==> config.mk <==
export PLATFORM = sky130hd
export DESIGN_NAME = display_scan_receiver
export DESIGN_NICKNAME = d
export VERILOG_FILES = /design/src/rtl/display_scan_pkg.sv /design/src/rtl/modulo_decodificador_7seg_bcd.sv /design/src/rtl/display_scan_receiver.sv
export SDC_FILE = /design/constraint.sdc
export NUM_CORES = 1
export LEC_CHECK = 0
export ABC_AREA = 1
export CAP_MARGIN = 20
export CORE_UTILIZATION = 31
export CTS_CLUSTER_SIZE = 12
export DETAILED_ROUTE_END_ITERATION = 8
export GPL_TIMING_DRIVEN = 0
export PLACE_DENSITY = 0.48
export RECOVER_POWER = 50
export REMOVE_ABC_BUFFERS = 1
export SLEW_MARGIN = 20
export SYNTH_ARGS = -nofsm -noshare
export SYNTH_HDL_FRONTEND = slang
export SYNTH_SLANG_ARGS = --single-unit
export TNS_END_PERCENT = 10
==> constraint.sdc <==
create_clock -name clk -period 10.1 [get_ports clk]
set_clock_uncertainty 0.05 [all_clocks]
set_input_delay 1.01 -clock clk [delete_from_list [all_inputs] [get_ports clk]]
set_output_delay 1.01 -clock clk [all_outputs]
set_load 0.02 [all_outputs]
==> src/rtl/display_scan_pkg.sv <==
// rtl/display_scan_pkg.sv - shared constants, slot map and FSM states for the 7-segment scan receiver
//
// Holds the active-high a..g patterns of the ten decimal digits (bit6 = a,
// bit0 = g), the anode slot numbering of the filling/sealing display and the
// frame assembly FSM state type.
package display_scan_pkg;

  localparam logic [6:0] SEG_0 = 7'b1111110;
  localparam logic [6:0] SEG_1 = 7'b0110000;
  localparam logic [6:0] SEG_2 = 7'b1101101;
  localparam logic [6:0] SEG_3 = 7'b1111001;
  localparam logic [6:0] SEG_4 = 7'b0110011;
  localparam logic [6:0] SEG_5 = 7'b1011011;
  localparam logic [6:0] SEG_6 = 7'b1011111;
  localparam logic [6:0] SEG_7 = 7'b1110000;
  localparam logic [6:0] SEG_8 = 7'b1111111;
  localparam logic [6:0] SEG_9 = 7'b1111011;

  localparam int SLOT_D_GARRAFAS = 0;
  localparam int SLOT_U_GARRAFAS = 1;
  localparam int SLOT_D_ROLHAS   = 2;
  localparam int SLOT_U_ROLHAS   = 3;

  typedef enum logic [1:0] {
    IDLE    = 2'd0,
    SCAN    = 2'd1,
    PUBLISH = 2'd2
  } scan_state_t;

  // tens*10 + units as tens*8 + tens*2 + units; 99 fits in 7 bits.
  function automatic logic [6:0] bcd_pair_to_bin(input logic [3:0] tens,
                                                 input logic [3:0] units);
    return {tens, 3'b000} + 7'({tens, 1'b0}) + 7'(units);
  endfunction

endpackage

==> src/rtl/modulo_decodificador_7seg_bcd.sv <==
// rtl/modulo_decodificador_7seg_bcd.sv - combinational 7-segment to BCD decoder
//
// Inverse of the controller's BCD-to-7-segment encoder.
// Ports:
//   seg   in  7  active-high segments, bit6 = a ... bit0 = g
//   bcd   out 4  decoded digit (0 when the pattern is not a digit)
//   valid out 1  pattern is one of the ten digit patterns
module modulo_decodificador_7seg_bcd
  import display_scan_pkg::*;
(
  input  logic [6:0] seg,
  output logic [3:0] bcd,
  output logic       valid
);

  always_comb begin
    bcd   = 4'd0;
    valid = 1'b1;
    case (seg)
      SEG_0:   bcd = 4'd0;
      SEG_1:   bcd = 4'd1;
      SEG_2:   bcd = 4'd2;
      SEG_3:   bcd = 4'd3;
      SEG_4:   bcd = 4'd4;
      SEG_5:   bcd = 4'd5;
      SEG_6:   bcd = 4'd6;
      SEG_7:   bcd = 4'd7;
      SEG_8:   bcd = 4'd8;
      SEG_9:   bcd = 4'd9;
      default: valid = 1'b0;
    endcase
  end

endmodule

==> src/rtl/display_scan_receiver.sv <==
// rtl/display_scan_receiver.sv - receive-side decoder for the multiplexed 4-digit 7-segment bus
//
// Samples the anode/segment bus, accepts a digit once it has been stable for
// STABLE_CYC samples, assembles the four digits into a frame and publishes the
// bottle-dozen and cork counts. Optional build macro DISPLAY_SCAN_SYNC_EN puts
// a 2-flop synchronizer on both input buses (adds 2 cycles of latency).
// Ports:
//   clk            in  1  system clock, rising edge
//   Nclr           in  1  asynchronous active-low reset
//   Nac_7segmentos in  4  anode select, active-low (slot 0..3)
//   Nout_7seg      in  8  segments a..g,dp active-low (bit7..bit0)
//   garrafas_bcd   out 8  bottle-dozen count {tens,units}
//   rolhas_bcd     out 8  cork count {tens,units}
//   rolhas_bin     out 7  cork count in binary
//   frame_valid    out 1  one-cycle pulse per published frame
//   frame_changed  out 1  with frame_valid, published values changed
//   seg_err        out 1  sticky undecodable-pattern flag
//   link_lost      out 1  no digit accepted for TIMEOUT_CYC cycles
module display_scan_receiver
  import display_scan_pkg::*;
#(
  parameter int STABLE_CYC  = 4,
  parameter int TIMEOUT_CYC = 1000000
) (
  input  logic       clk,
  input  logic       Nclr,
  input  logic [3:0] Nac_7segmentos,
  input  logic [7:0] Nout_7seg,
  output logic [7:0] garrafas_bcd,
  output logic [7:0] rolhas_bcd,
  output logic [6:0] rolhas_bin,
  output logic       frame_valid,
  output logic       frame_changed,
  output logic       seg_err,
  output logic       link_lost
);

  localparam int              TO_W        = $clog2(TIMEOUT_CYC + 1);
  localparam logic [7:0]      STABLE_LAST = 8'(STABLE_CYC - 1);
  localparam logic [TO_W-1:0] TO_LAST     = TO_W'(TIMEOUT_CYC - 1);
  localparam logic [TO_W-1:0] TO_MAX      = TO_W'(TIMEOUT_CYC);

  // ---------------------------------------------------------------------------
  // Input stage
  // ---------------------------------------------------------------------------
  logic [3:0] nac_s;
  logic [7:0] nout_s;

`ifdef DISPLAY_SCAN_SYNC_EN
  logic [3:0] nac_m;
  logic [7:0] nout_m;

  // Reset to all-ones so the synchronizer presents an inactive bus.
  always_ff @(posedge clk or negedge Nclr) begin
    if (!Nclr) begin
      nac_m  <= '1;
      nac_s  <= '1;
      nout_m <= '1;
      nout_s <= '1;
    end else begin
      nac_m  <= Nac_7segmentos;
      nac_s  <= nac_m;
      nout_m <= Nout_7seg;
      nout_s <= nout_m;
    end
  end
`else
  assign nac_s  = Nac_7segmentos;
  assign nout_s = Nout_7seg;
`endif

  logic [3:0]  anode;
  logic [6:0]  seg;
  logic        dp_unused;
  logic [10:0] key;

  assign anode     = ~nac_s;
  assign seg       = ~nout_s[7:1];
  assign dp_unused = nout_s[0];
  assign key       = {anode, seg};

  // ---------------------------------------------------------------------------
  // Stability filter
  // ---------------------------------------------------------------------------
  logic [10:0] prev_key;
  logic [7:0]  stable_cnt;
  logic [7:0]  stable_cnt_next;
  logic        onehot;
  logic        evaluate;

  assign onehot = $onehot(anode);

  // The counter stops at STABLE_CYC-1 so a held digit is evaluated exactly
  // once; a new key restarts it at 0. Since prev_key always records the raw
  // sample, returning from a non-one-hot gap always looks like a new key.
  always_comb begin
    stable_cnt_next = stable_cnt;
    evaluate        = 1'b0;
    if (!onehot) begin
      stable_cnt_next = '0;
    end else if (key != prev_key) begin
      stable_cnt_next = '0;
      evaluate        = (STABLE_LAST == 8'd0);
    end else if (stable_cnt < STABLE_LAST) begin
      stable_cnt_next = stable_cnt + 8'd1;
      evaluate        = (stable_cnt_next == STABLE_LAST);
    end
  end

  logic [3:0] dec_bcd;
  logic       dec_valid;

  modulo_decodificador_7seg_bcd u_dec (
    .seg   (seg),
    .bcd   (dec_bcd),
    .valid (dec_valid)
  );

  logic       accept;
  logic       bad_pattern;
  logic [1:0] slot;

  assign accept      = evaluate && dec_valid;
  assign bad_pattern = evaluate && !dec_valid;

  always_comb begin
    slot = 2'd0;
    case (anode)
      4'b0001: slot = 2'(SLOT_D_GARRAFAS);
      4'b0010: slot = 2'(SLOT_U_GARRAFAS);
      4'b0100: slot = 2'(SLOT_D_ROLHAS);
      4'b1000: slot = 2'(SLOT_U_ROLHAS);
      default: slot = 2'd0;
    endcase
  end

  // ---------------------------------------------------------------------------
  // Frame assembly FSM
  // ---------------------------------------------------------------------------
  scan_state_t     state;
  scan_state_t     state_next;
  logic [3:0]      mask;
  logic [3:0]      mask_next;
  logic [3:0]      digit      [4];
  logic [3:0]      digit_next [4];
  logic [TO_W-1:0] to_cnt;
  logic            seen;
  logic            to_run;
  logic            timeout;
  logic            publish;
  logic [7:0]      new_garrafas;
  logic [7:0]      new_rolhas;

  // The timeout counter is frozen during the single PUBLISH cycle and never
  // runs before the first digit after reset.
  assign to_run  = seen && (state != PUBLISH);
  assign timeout = to_run && !accept && (to_cnt == TO_LAST);

  always_comb begin
    state_next = state;
    mask_next  = mask;
    publish    = 1'b0;
    for (int i = 0; i < 4; i++) begin
      digit_next[i] = digit[i];
    end
    if (accept) begin
      digit_next[slot] = dec_bcd;
    end

    case (state)
      IDLE: begin
        if (accept) begin
          state_next = SCAN;
          mask_next  = anode;
        end
      end
      SCAN: begin
        if (accept) begin
          mask_next = mask | anode;
        end
        if (timeout) begin
          state_next = IDLE;
          mask_next  = '0;
        end else if (mask_next == 4'b1111) begin
          // Go straight to PUBLISH on the completing digit so frame_valid
          // follows the fourth acceptance by one cycle.
          state_next = PUBLISH;
          publish    = 1'b1;
        end
      end
      PUBLISH: begin
        state_next = SCAN;
        mask_next  = accept ? anode : 4'b0000;
      end
      default: begin
        state_next = IDLE;
        mask_next  = '0;
      end
    endcase
  end

  assign new_garrafas = {digit_next[SLOT_D_GARRAFAS], digit_next[SLOT_U_GARRAFAS]};
  assign new_rolhas   = {digit_next[SLOT_D_ROLHAS], digit_next[SLOT_U_ROLHAS]};

  always_ff @(posedge clk or negedge Nclr) begin
    if (!Nclr) begin
      state      <= IDLE;
      mask       <= '0;
      prev_key   <= '0;
      stable_cnt <= '0;
      to_cnt     <= '0;
      seen       <= 1'b0;
      for (int i = 0; i < 4; i++) begin
        digit[i] <= '0;
      end
    end else begin
      state      <= state_next;
      mask       <= mask_next;
      prev_key   <= key;
      stable_cnt <= stable_cnt_next;
      for (int i = 0; i < 4; i++) begin
        digit[i] <= digit_next[i];
      end
      if (accept) begin
        to_cnt <= '0;
        seen   <= 1'b1;
      end else if (to_run && (to_cnt != TO_MAX)) begin
        to_cnt <= to_cnt + TO_W'(1);
      end
    end
  end

  always_ff @(posedge clk or negedge Nclr) begin
    if (!Nclr) begin
      garrafas_bcd  <= '0;
      rolhas_bcd    <= '0;
      rolhas_bin    <= '0;
      frame_valid   <= 1'b0;
      frame_changed <= 1'b0;
      seg_err       <= 1'b0;
      link_lost     <= 1'b0;
    end else begin
      frame_valid   <= publish;
      frame_changed <= publish &&
                       ((new_garrafas != garrafas_bcd) || (new_rolhas != rolhas_bcd));
      if (publish) begin
        garrafas_bcd <= new_garrafas;
        rolhas_bcd   <= new_rolhas;
        rolhas_bin   <= bcd_pair_to_bin(new_rolhas[7:4], new_rolhas[3:0]);
      end
      if (bad_pattern) begin
        seg_err <= 1'b1;
      end
      if (accept) begin
        link_lost <= 1'b0;
      end else if (timeout) begin
        link_lost <= 1'b1;
      end
    end
  end

endmodule

==> load_flow_metrics.sql, run 1 <==
INSERT INTO impl_metrics (metric_group, metric, value, unit) VALUES
('die', 'die_h', '132', 'um'),
('placed_design', 'gp_congestion', '0.850', ''),
('critical_path', 'cp_data_required_time', '10270', 'ps'),
('placed_design', 'half_perimeter_wire_length_after_placement', '9.15', 'mm'),
('power', 'ir_worst_vdd', '0.101', 'mV'),
('synth', 'syn_inst', '700', ''),
('timing', 'slew-limit-headroom', '-66.2', '%'),
('critical_path', 'crit_start', 'Nac_7segmentos[0]', ''),
('critical_path', 'cpMaxStageDelayCell', 'sky130_fd_sc_hd__dlygate4sd3_1', ''),
('critical_path', 'critical_path.cell_chain', 'dlygate4sd3_1 -> fa_1 -> inv_1 -> ha_1 -> ha_1 -> inv_1 -> nand3_1 -> nor2_1 -> nand2_1 -> nor2_2 -> nand3_2 -> nor2_4 -> nand3_1 -> nand2_1 -> nand2_1 -> fa_1 -> fa_1 -> o21ai_0 -> a21oi_1 -> xnor2_1 -> o21ai_1', ''),
('timing', 'maxClockFrequency', '178', 'MHz'),
('power', 'power_per_cell_area', '191', 'nW/um2'),
('finish', 'utilization', '37.1', '%'),
('die', 'std_cell_rows', '47', ''),
('route', 'postRouteWirelength', '12.5', 'mm'),
('critical_path', 'regToRegStartpoint', 'stable_cnt[1]$_DFFE_PN0P_', ''),
('critical_path', 'crit_type', 'in -> reg', ''),
('clocking', 'clk_transition_reported_paths', '60', 'ps'),
('run_status', 'run_status', 'complete, but fails checks', ''),
('timing', 'rsz0062_at_grt', 'no', ''),
('clocking', 'clock_latency', '350', 'ps'),
('critical_path', 'cp_top_family', 'adder cells', ''),
('timing', 'timing.setup.tns', '0', 'ps'),
('synth', 'synth.lib_cells_used.distinct', '40', ''),
('clocking', 'count_of_buffers_added_by_post_cts_timing_repair_for_setup', '0', ''),
('clocking', 'cts_made_buffers', '9', ''),
('hold_path', 'hold_path.class', 'reg -> reg', ''),
('timing', 'final_report_hold_violation_count', '0', ''),
('power', 'total_power_after_layout', '0.00117', 'W'),
('global_route', 'globalRouteTotalUtil', '15.2', '%'),
('critical_path', 'r2r.worst_path.cells', '15', ''),
('finish', 'area.growth.synth_to_final', '17.0', '%'),
('route', 'top_layer', 'met4', ''),
('die', 'design.die.area', '17500', 'um2'),
('global_route', 'antenna_found_initial', '0', ''),
('finish', 'multi_input_comb_area', '2480', 'um2'),
('route', 'wl_met2', '5.94', 'mm'),
('clocking', 'clock_sink_count', '88', ''),
('finish', 'share_of_final_layout_standard_cells_stronger_than_drive_strength_1', '8.88', '%'),
('timing', 'finalCritPeriodShare', '55.6', '%'),
('route', 'drc', '0', ''),
('run', 'max-cap-violations', '2', ''),
('hold_path', 'whs_path_depth', '2', ''),
('placed_design', 'io_buffers', '39', ''),
('route', 'post_drt_via_cell_ratio', '4.63', ''),
('synth', 'post_synth_edffs', '0', ''),
('synth', 'post_synth.cell_area_avg', '7.51', 'um2'),
('clocking', 'htree_num_levels', '3', ''),
('route', 'route.antenna.remaining_nets', '0', ''),
('finish', 'num_antenna_cells', '0', ''),
('critical_path', 'timing.critical_path.from_type', 'input pin', ''),
('finish', 'filler_cell_count', '1752', ''),
('synth', 'number_of_warning_messages_in_the_yosys_log', '0', ''),
('route', 'met3_wirelength', '312', 'um'),
('route', 'route.detailed.wl_per_inst', '13.0', 'um'),
('synth', 'async_flop_share', '100', '%'),
('synth', 'synthesis.area', '5260', 'um2'),
('run_status', 'violations', 'capacitance limit, slew limit', ''),
('finish', 'layout_commonest_cell', 'sky130_fd_sc_hd__nand2_1', ''),
('die', 'die_x', '132', 'um'),
('critical_path', 'endpoint_kind', 'flip-flop', ''),
('global_route', 'grt_overflow', '0', ''),
('timing', 'worst_hold_slack', '401', 'ps'),
('timing', 'timing_max_transition_violations_final', '91', ''),
('synth', 'yosysSeqAreaShare', '41.9', '%'),
('clocking', 'holdBufCountCts', '0', ''),
('critical_path', 'crit_path_max_incr_delay', '700', 'ps'),
('placed_design', 'post-place-ws', '4080', 'ps'),
('critical_path', 'critical_path_buf_inv_count', '3', ''),
('global_route', 'first_global_vias', '4326', ''),
('timing', 'setup_viol_count_final', '0', '');
[flip-flops by register name (all words and copies together), names as in the netlist, 2 cells and up]
signal / flops
mask: 4
stable_cnt: 8
digit: 16
state: 2
prev_key: 11
garrafas_bcd: 8
rolhas_bcd: 8
to_cnt: 20
rolhas_bin: 6
[path summary, 6_finish.rpt]
kind                                                   to  slack (ps)
worst max-delay path            rolhas_bin[6]$_DFFE_PN0P_        4480
worst min-delay path                     seen$_DFFE_PN0N_         400
worst max register to register  rolhas_bin[6]$_DFFE_PN0P_        6190
worst min register to register           seen$_DFFE_PN0N_         400
max in group asynchronous          prev_key[10]$_DFF_PN0_        5420
min in group asynchronous          to_cnt[10]$_DFFE_PN0P_        1380
[per-layer routing]
metal / GRT usage (%) / vias up
met5: 0 / -
met4: 5.56 / 0
met3: 2.19 / 12
met2: 25.3 / 57
met1: 20.2 / 2086
li1: - / 2300
[worst reg2reg max path: stages (launching register included)]
cell and delay [ps]:
sky130_fd_sc_hd__dfrtp_1 420, sky130_fd_sc_hd__ha_1 230, sky130_fd_sc_hd__inv_1 60, sky130_fd_sc_hd__nand2_1 80, sky130_fd_sc_hd__nor3_2 310, sky130_fd_sc_hd__nand3_2 160, sky130_fd_sc_hd__nor2_4 360, sky130_fd_sc_hd__nand3_1 270
sky130_fd_sc_hd__nand2_1 150, sky130_fd_sc_hd__nand2_1 130, sky130_fd_sc_hd__fa_1 560, sky130_fd_sc_hd__fa_1 480, sky130_fd_sc_hd__o21ai_0 190, sky130_fd_sc_hd__a21oi_1 100, sky130_fd_sc_hd__xnor2_1 160, sky130_fd_sc_hd__o21ai_1 90
[through the flow]
step / area [um2] / cells
6_report: 6150 / 963
5_1_grt: 6150 / 963
4_1_cts: 6180 / 963
3_5_place_dp: 5840 / 948
3_3_place_gp: 5810 / 947
2_1_floorplan: 5140 / 688
[where the power goes]
group          switching (W)  leakage [nW]  internal [W]
logic               0.000187          1.84      0.000135
registers          0.0000491          1.05      0.000410
clock network       0.000145         0.161      0.000247
total               0.000381          3.05      0.000792
[Yosys cell counts, types with 3 or more instances]
library cell,instances,share of area [%]
sky130_fd_sc_hd__nand2_1,194,14
sky130_fd_sc_hd__xor2_1,5,0.83
sky130_fd_sc_hd__nor4_1,5,0.60
sky130_fd_sc_hd__inv_2,9,0.64
sky130_fd_sc_hd__dfrtp_1,88,42
sky130_fd_sc_hd__o21ai_2,6,1.0
sky130_fd_sc_hd__ha_1,15,3.6
sky130_fd_sc_hd__nor2_2,5,0.60
sky130_fd_sc_hd__o21ai_0,29,2.8
sky130_fd_sc_hd__nor3_1,11,1.0
sky130_fd_sc_hd__o21ai_1,17,1.6
sky130_fd_sc_hd__buf_6,4,0.86
sky130_fd_sc_hd__fa_1,3,1.1
sky130_fd_sc_hd__nand4_2,4,0.95
sky130_fd_sc_hd__nand2_2,13,1.5
sky130_fd_sc_hd__nand4_1,27,3.2
sky130_fd_sc_hd__nor2_1,57,4.1
sky130_fd_sc_hd__nand3_1,52,5.0
sky130_fd_sc_hd__inv_1,112,8.0
sky130_fd_sc_hd__nor3_2,3,0.57
sky130_fd_sc_hd__xnor2_1,5,0.83
sky130_fd_sc_hd__nor2_4,3,0.64
sky130_fd_sc_hd__a21oi_1,10,0.95
[logic make-up (layout without fill, tap and decap cells)]
family	after synthesis	count (layout)	share of synthesized area (%)
AND/OR/NAND/NOR	382	382	33.6
buffers and inverters	134	177	10.9
flip-flops	88	88	41.9
AO/OA/AOI/OAI	67	67	7.02
adder cells (fa/ha/maj)	18	18	4.71
XOR/XNOR	10	10	1.67
multiplexers	1	1	0.190
[cell type report]
class                      count  share of cell area, %
multi-input combinational    478                   40.3
sequential                    88                   35.8
clock buffer                  10                   3.89
tap                          220                   4.48
timing repair buffer          40                   6.31
inverter                     122                   7.53
clock inverter                 5                   1.71
(Power assumes the default switching activity.)
==> run 2, diff against run 1 <==
--- a/config.mk
+++ b/config.mk
@@ -11,7 +11,7 @@
 export CTS_CLUSTER_SIZE = 12
 export DETAILED_ROUTE_END_ITERATION = 8
 export GPL_TIMING_DRIVEN = 0
-export PLACE_DENSITY = 0.48
+export PLACE_DENSITY = 0.49
 export RECOVER_POWER = 50
 export REMOVE_ABC_BUFFERS = 1
 export SLEW_MARGIN = 20
==> constraint.sdc (replaced) <==
create_clock -name clk -period 5 [get_ports clk]
set_clock_uncertainty 0.05 [all_clocks]
set_input_delay 0.5 -clock clk [delete_from_list [all_inputs] [get_ports clk]]
set_output_delay 0.5 -clock clk [all_outputs]
set_load 0.02 [all_outputs]
==> load_flow_metrics.sql, run 2 (same netlist as run 1, synthesis figures left out) <==
INSERT INTO impl_metrics (metric_group, metric, value, unit) VALUES
('run_status', 'run_status', 'complete, but fails checks', ''),
('run_status', 'violations', 'capacitance limit, slew limit', ''),
('finish', 'finalNetCount', '777', ''),
('clocking', 'cts_tree', 'yes', ''),
('finish', 'area.growth.synth_to_final', '17.2', '%'),
('global_route', 'globalRouteTotalUtil', '15.6', '%'),
('clocking', 'clock_sink_count', '88', ''),
('placed_design', 'half_perimeter_wire_length_after_placement', '9.16', 'mm'),
('placed_design', 'placed_cell_area', '5840', 'um2'),
('clocking', 'clock_latency', '340', 'ps'),
('global_route', 'grt_overflow', '0', ''),
('finish', 'largest_reg_flops', '20', ''),
('placed_design', 'io_buffers', '39', ''),
('timing', 'worst_setup_slack_final', '588', 'ps'),
('power', 'p_switching', '0.000760', 'W'),
('timing', 'finalCritPeriodShare', '88.2', '%'),
('power', 'netSwitchingFraction', '33.4', '%'),
('timing', 'maxClockFrequency', '227', 'MHz'),
('global_route', 'grt_pass1_wl', '21.8', 'mm'),
('critical_path', 'timing.critical_path.from_type', 'input pin', ''),
('critical_path', 'reg2reg_to', 'rolhas_bin[6]$_DFFE_PN0P_', ''),
('hold_path', 'hold_path_end', 'seen$_DFFE_PN0N_', ''),
('finish', 'filler_cell_count', '1749', ''),
('critical_path', 'path_max_fanout', '7', ''),
('finish', 'largest_register', 'to_cnt', ''),
('route', 'route.detailed.wl_per_inst', '13.1', 'um'),
('clocking', 'cts_made_buffers', '9', ''),
('finish', 'layout_common_cells', 'sky130_fd_sc_hd__nand2_1, sky130_fd_sc_hd__inv_1, sky130_fd_sc_hd__dfrtp_1', ''),
('timing', 'finalCriticalPeriod', '4410', 'ps'),
('power', 'power_per_cell_area', '369', 'nW/um2'),
('power', 'combPwrFrac', '28.5', '%'),
('clocking', 'clk_transition_reported_paths', '70', 'ps'),
('critical_path', 'reg2reg_setup_slack', '1370', 'ps'),
('critical_path', 'regToRegStartpoint', 'stable_cnt[1]$_DFFE_PN0P_', ''),
('power', 'p_leak', '3.07', 'nW'),
('global_route', 'antenna_found_initial', '0', ''),
('route', 'drt_iter0_markers', '285', ''),
('die', 'die_h', '132', 'um'),
('clocking', 'root_buffer', 'sky130_fd_sc_hd__clkbuf_16', ''),
('die', 'num_ports', '41', ''),
('die', 'placeableCoreArea', '16600', 'um2'),
('route', 'dr_total_vias', '4478', ''),
('die', 'die_x', '132', 'um'),
('finish', 'share_of_final_layout_standard_cells_stronger_than_drive_strength_1', '9.73', '%'),
('die', 'design.die.area', '17500', 'um2'),
('timing', 'slew-limit-headroom', '-47.5', '%'),
('power', 'power_frac_seq', '40.8', '%'),
('die', 'initial_utilization', '31.7', '%'),
('route', 'postRouteWirelength', '12.7', 'mm'),
('die', 'std_cell_rows', '47', ''),
('timing', 'rsz0062_at_grt', 'no', ''),
('run', 'max-cap-violations', '1', ''),
('critical_path', 'endpoint_kind', 'flip-flop', ''),
('finish', 'layout_commonest_cell', 'sky130_fd_sc_hd__nand2_1', ''),
('route', 'route.antenna.remaining_nets', '0', ''),
('hold_path', 'timing.hold.worst.start', 'seen$_DFFE_PN0N_', ''),
('finish', 'num_antenna_cells', '0', ''),
('finish', 'regArea', '2200', 'um2'),
('finish', 'largestRegisters', 'to_cnt (20), digit (16), prev_key (11)', ''),
('critical_path', 'crit_start', 'Nac_7segmentos[2]', ''),
('clocking', 'holdBufCountCts', '0', ''),
('power', 'ir_worst_vdd', '0.200', 'mV'),
('finish', 'multi_input_comb_area', '2480', 'um2'),
('critical_path', 'timing.critical_path.arrival', '4590', 'ps'),
('power', 'power_frac_clock', '30.6', '%'),
('finish', 'utilization', '37.2', '%'),
('route', 'drt_pass1_iterations', '5', ''),
('placed_design', 'gp_congestion', '0.846', ''),
('timing', 'final_report_hold_violation_count', '0', ''),
('hold_path', 'hold_path.class', 'reg -> reg', ''),
('placed_design', 'post-place-ws', '-417', 'ps'),
('timing', 'timing_max_transition_violations_final', '39', ''),
('route', 'post_drt_via_cell_ratio', '4.62', ''),
('critical_path', 'r2r.worst_path.cells', '17', ''),
('critical_path', 'crit_type', 'in -> reg', ''),
('timing', 'setup_viol_count_final', '0', ''),
('global_route', 'first_global_vias', '4451', ''),
('finish', 'layout.cell_area.non_filler', '6160', 'um2'),
('critical_path', 'cp_data_required_time', '5180', 'ps'),
('clocking', 'cts_max_path_buffers', '2', ''),
('hold_path', 'whs_path_depth', '2', ''),
('clocking', 'htree_num_levels', '3', ''),
('route', 'drc', '0', ''),
('timing', 'timing_worst_slew_pin_value', '2210', 'ps'),
('global_route', 'grt_max_degree', '51', ''),
('power', 'intPower', '0.00152', 'W');
run 2: cell count changes in the layout (fill, tap and decap cells not counted), sizes merged:
| cell | change |
|---|---|
| buf | +7 |
| clkbuf | +5 |
| dlygate4sd3 | -3 |
| bufinv | -2 |
| clkinv | +2 |
| clkinvlp | -2 |
run 2: stage by stage:
| step | instances | setup TNS (ps) | power (W) | hold slack [ps] |
|---|---|---|---|---|
| 3_3_place_gp | 947 | -10090 | 0.00158 | 386 |
| 2_1_floorplan | 688 | 0 | 0.00133 | 154 |
| 3_5_place_dp | 948 | -924 | 0.00159 | 387 |
| 4_1_cts | 970 | 0 | 0.00231 | 11.6 |
| 6_report | 970 | 0 | 0.00228 | 405 |
| 5_1_grt | 970 | 0 | 0.00242 | 452 |
run 2: worst max-delay path, stage by stage:
cell and delay (ps):
sky130_fd_sc_hd__dlygate4sd3_1 710, sky130_fd_sc_hd__inv_2 110, sky130_fd_sc_hd__ha_1 210, sky130_fd_sc_hd__ha_1 260, sky130_fd_sc_hd__inv_1 50, sky130_fd_sc_hd__nand3_1 90
sky130_fd_sc_hd__nor2_1 110, sky130_fd_sc_hd__nand2_1 70, sky130_fd_sc_hd__nor2_2 120, sky130_fd_sc_hd__nand3_2 100, sky130_fd_sc_hd__nor2_4 220, sky130_fd_sc_hd__buf_4 200
sky130_fd_sc_hd__nand4_1 120, sky130_fd_sc_hd__nand2_1 210, sky130_fd_sc_hd__fa_1 500, sky130_fd_sc_hd__fa_1 480, sky130_fd_sc_hd__o21ai_0 180, sky130_fd_sc_hd__a21oi_1 90
sky130_fd_sc_hd__xnor2_1 160, sky130_fd_sc_hd__o21ai_1 80
run 2: final cells by class:
class                   count  share of cell area (%)
clock buffers              13                    4.22
clock inverters             3                   0.650
inverters                 122                    7.51
multi-input cells         478                    40.3
flip-flops and latches     88                    35.7
well taps                 220                    4.47
repair buffers             46                    7.11
run 2: worst max path at each step:
| stage | to | slack [ps] |
|---|---|---|
| after floorplan | rolhas_bin[6]$_DFFE_PN0P_ | 820 |
| after global placement | rolhas_bin[6]$_DFFE_PN0P_ | -410 |
| after detailed placement | rolhas_bin[6]$_DFFE_PN0P_ | -420 |
| after CTS | rolhas_bin[6]$_DFFE_PN0P_ | 100 |
| after global routing | rolhas_bin[6]$_DFFE_PN0P_ | 280 |
| final | rolhas_bin[6]$_DFFE_PN0P_ | 590 |
run 2: what timing repair did:
action | CTS | global route
pin swaps | 2 | 1
resized for setup | 0 | 4
cloned | 0 | 0
setup buffers | 6 | 0
setup endpoints to repair | 1 | 2
run 2: power groups by stage:
| stage | Clock, W | Combinational (W) | Sequential (W) |
|---|---|---|---|
| floorplan | 0 | 0.000326 | 0.00100 |
| global placement | 0 | 0.000646 | 0.000937 |
| detailed placement | 0 | 0.000656 | 0.000938 |
| CTS | 0.000719 | 0.000661 | 0.000928 |
| global route | 0.000744 | 0.000737 | 0.000942 |
| finish | 0.000697 | 0.000650 | 0.000929 |
run 2: per-layer routing:
metal | share of wire [%] | wire length, um | GRT usage, %
met1 | 48 | 6060 | 19.9
met2 | 47 | 5990 | 26.2
met3 | 3.3 | 416 | 2.50
met4 | 1.7 | 211 | 6.26
met5 | 0 | 0 | 0
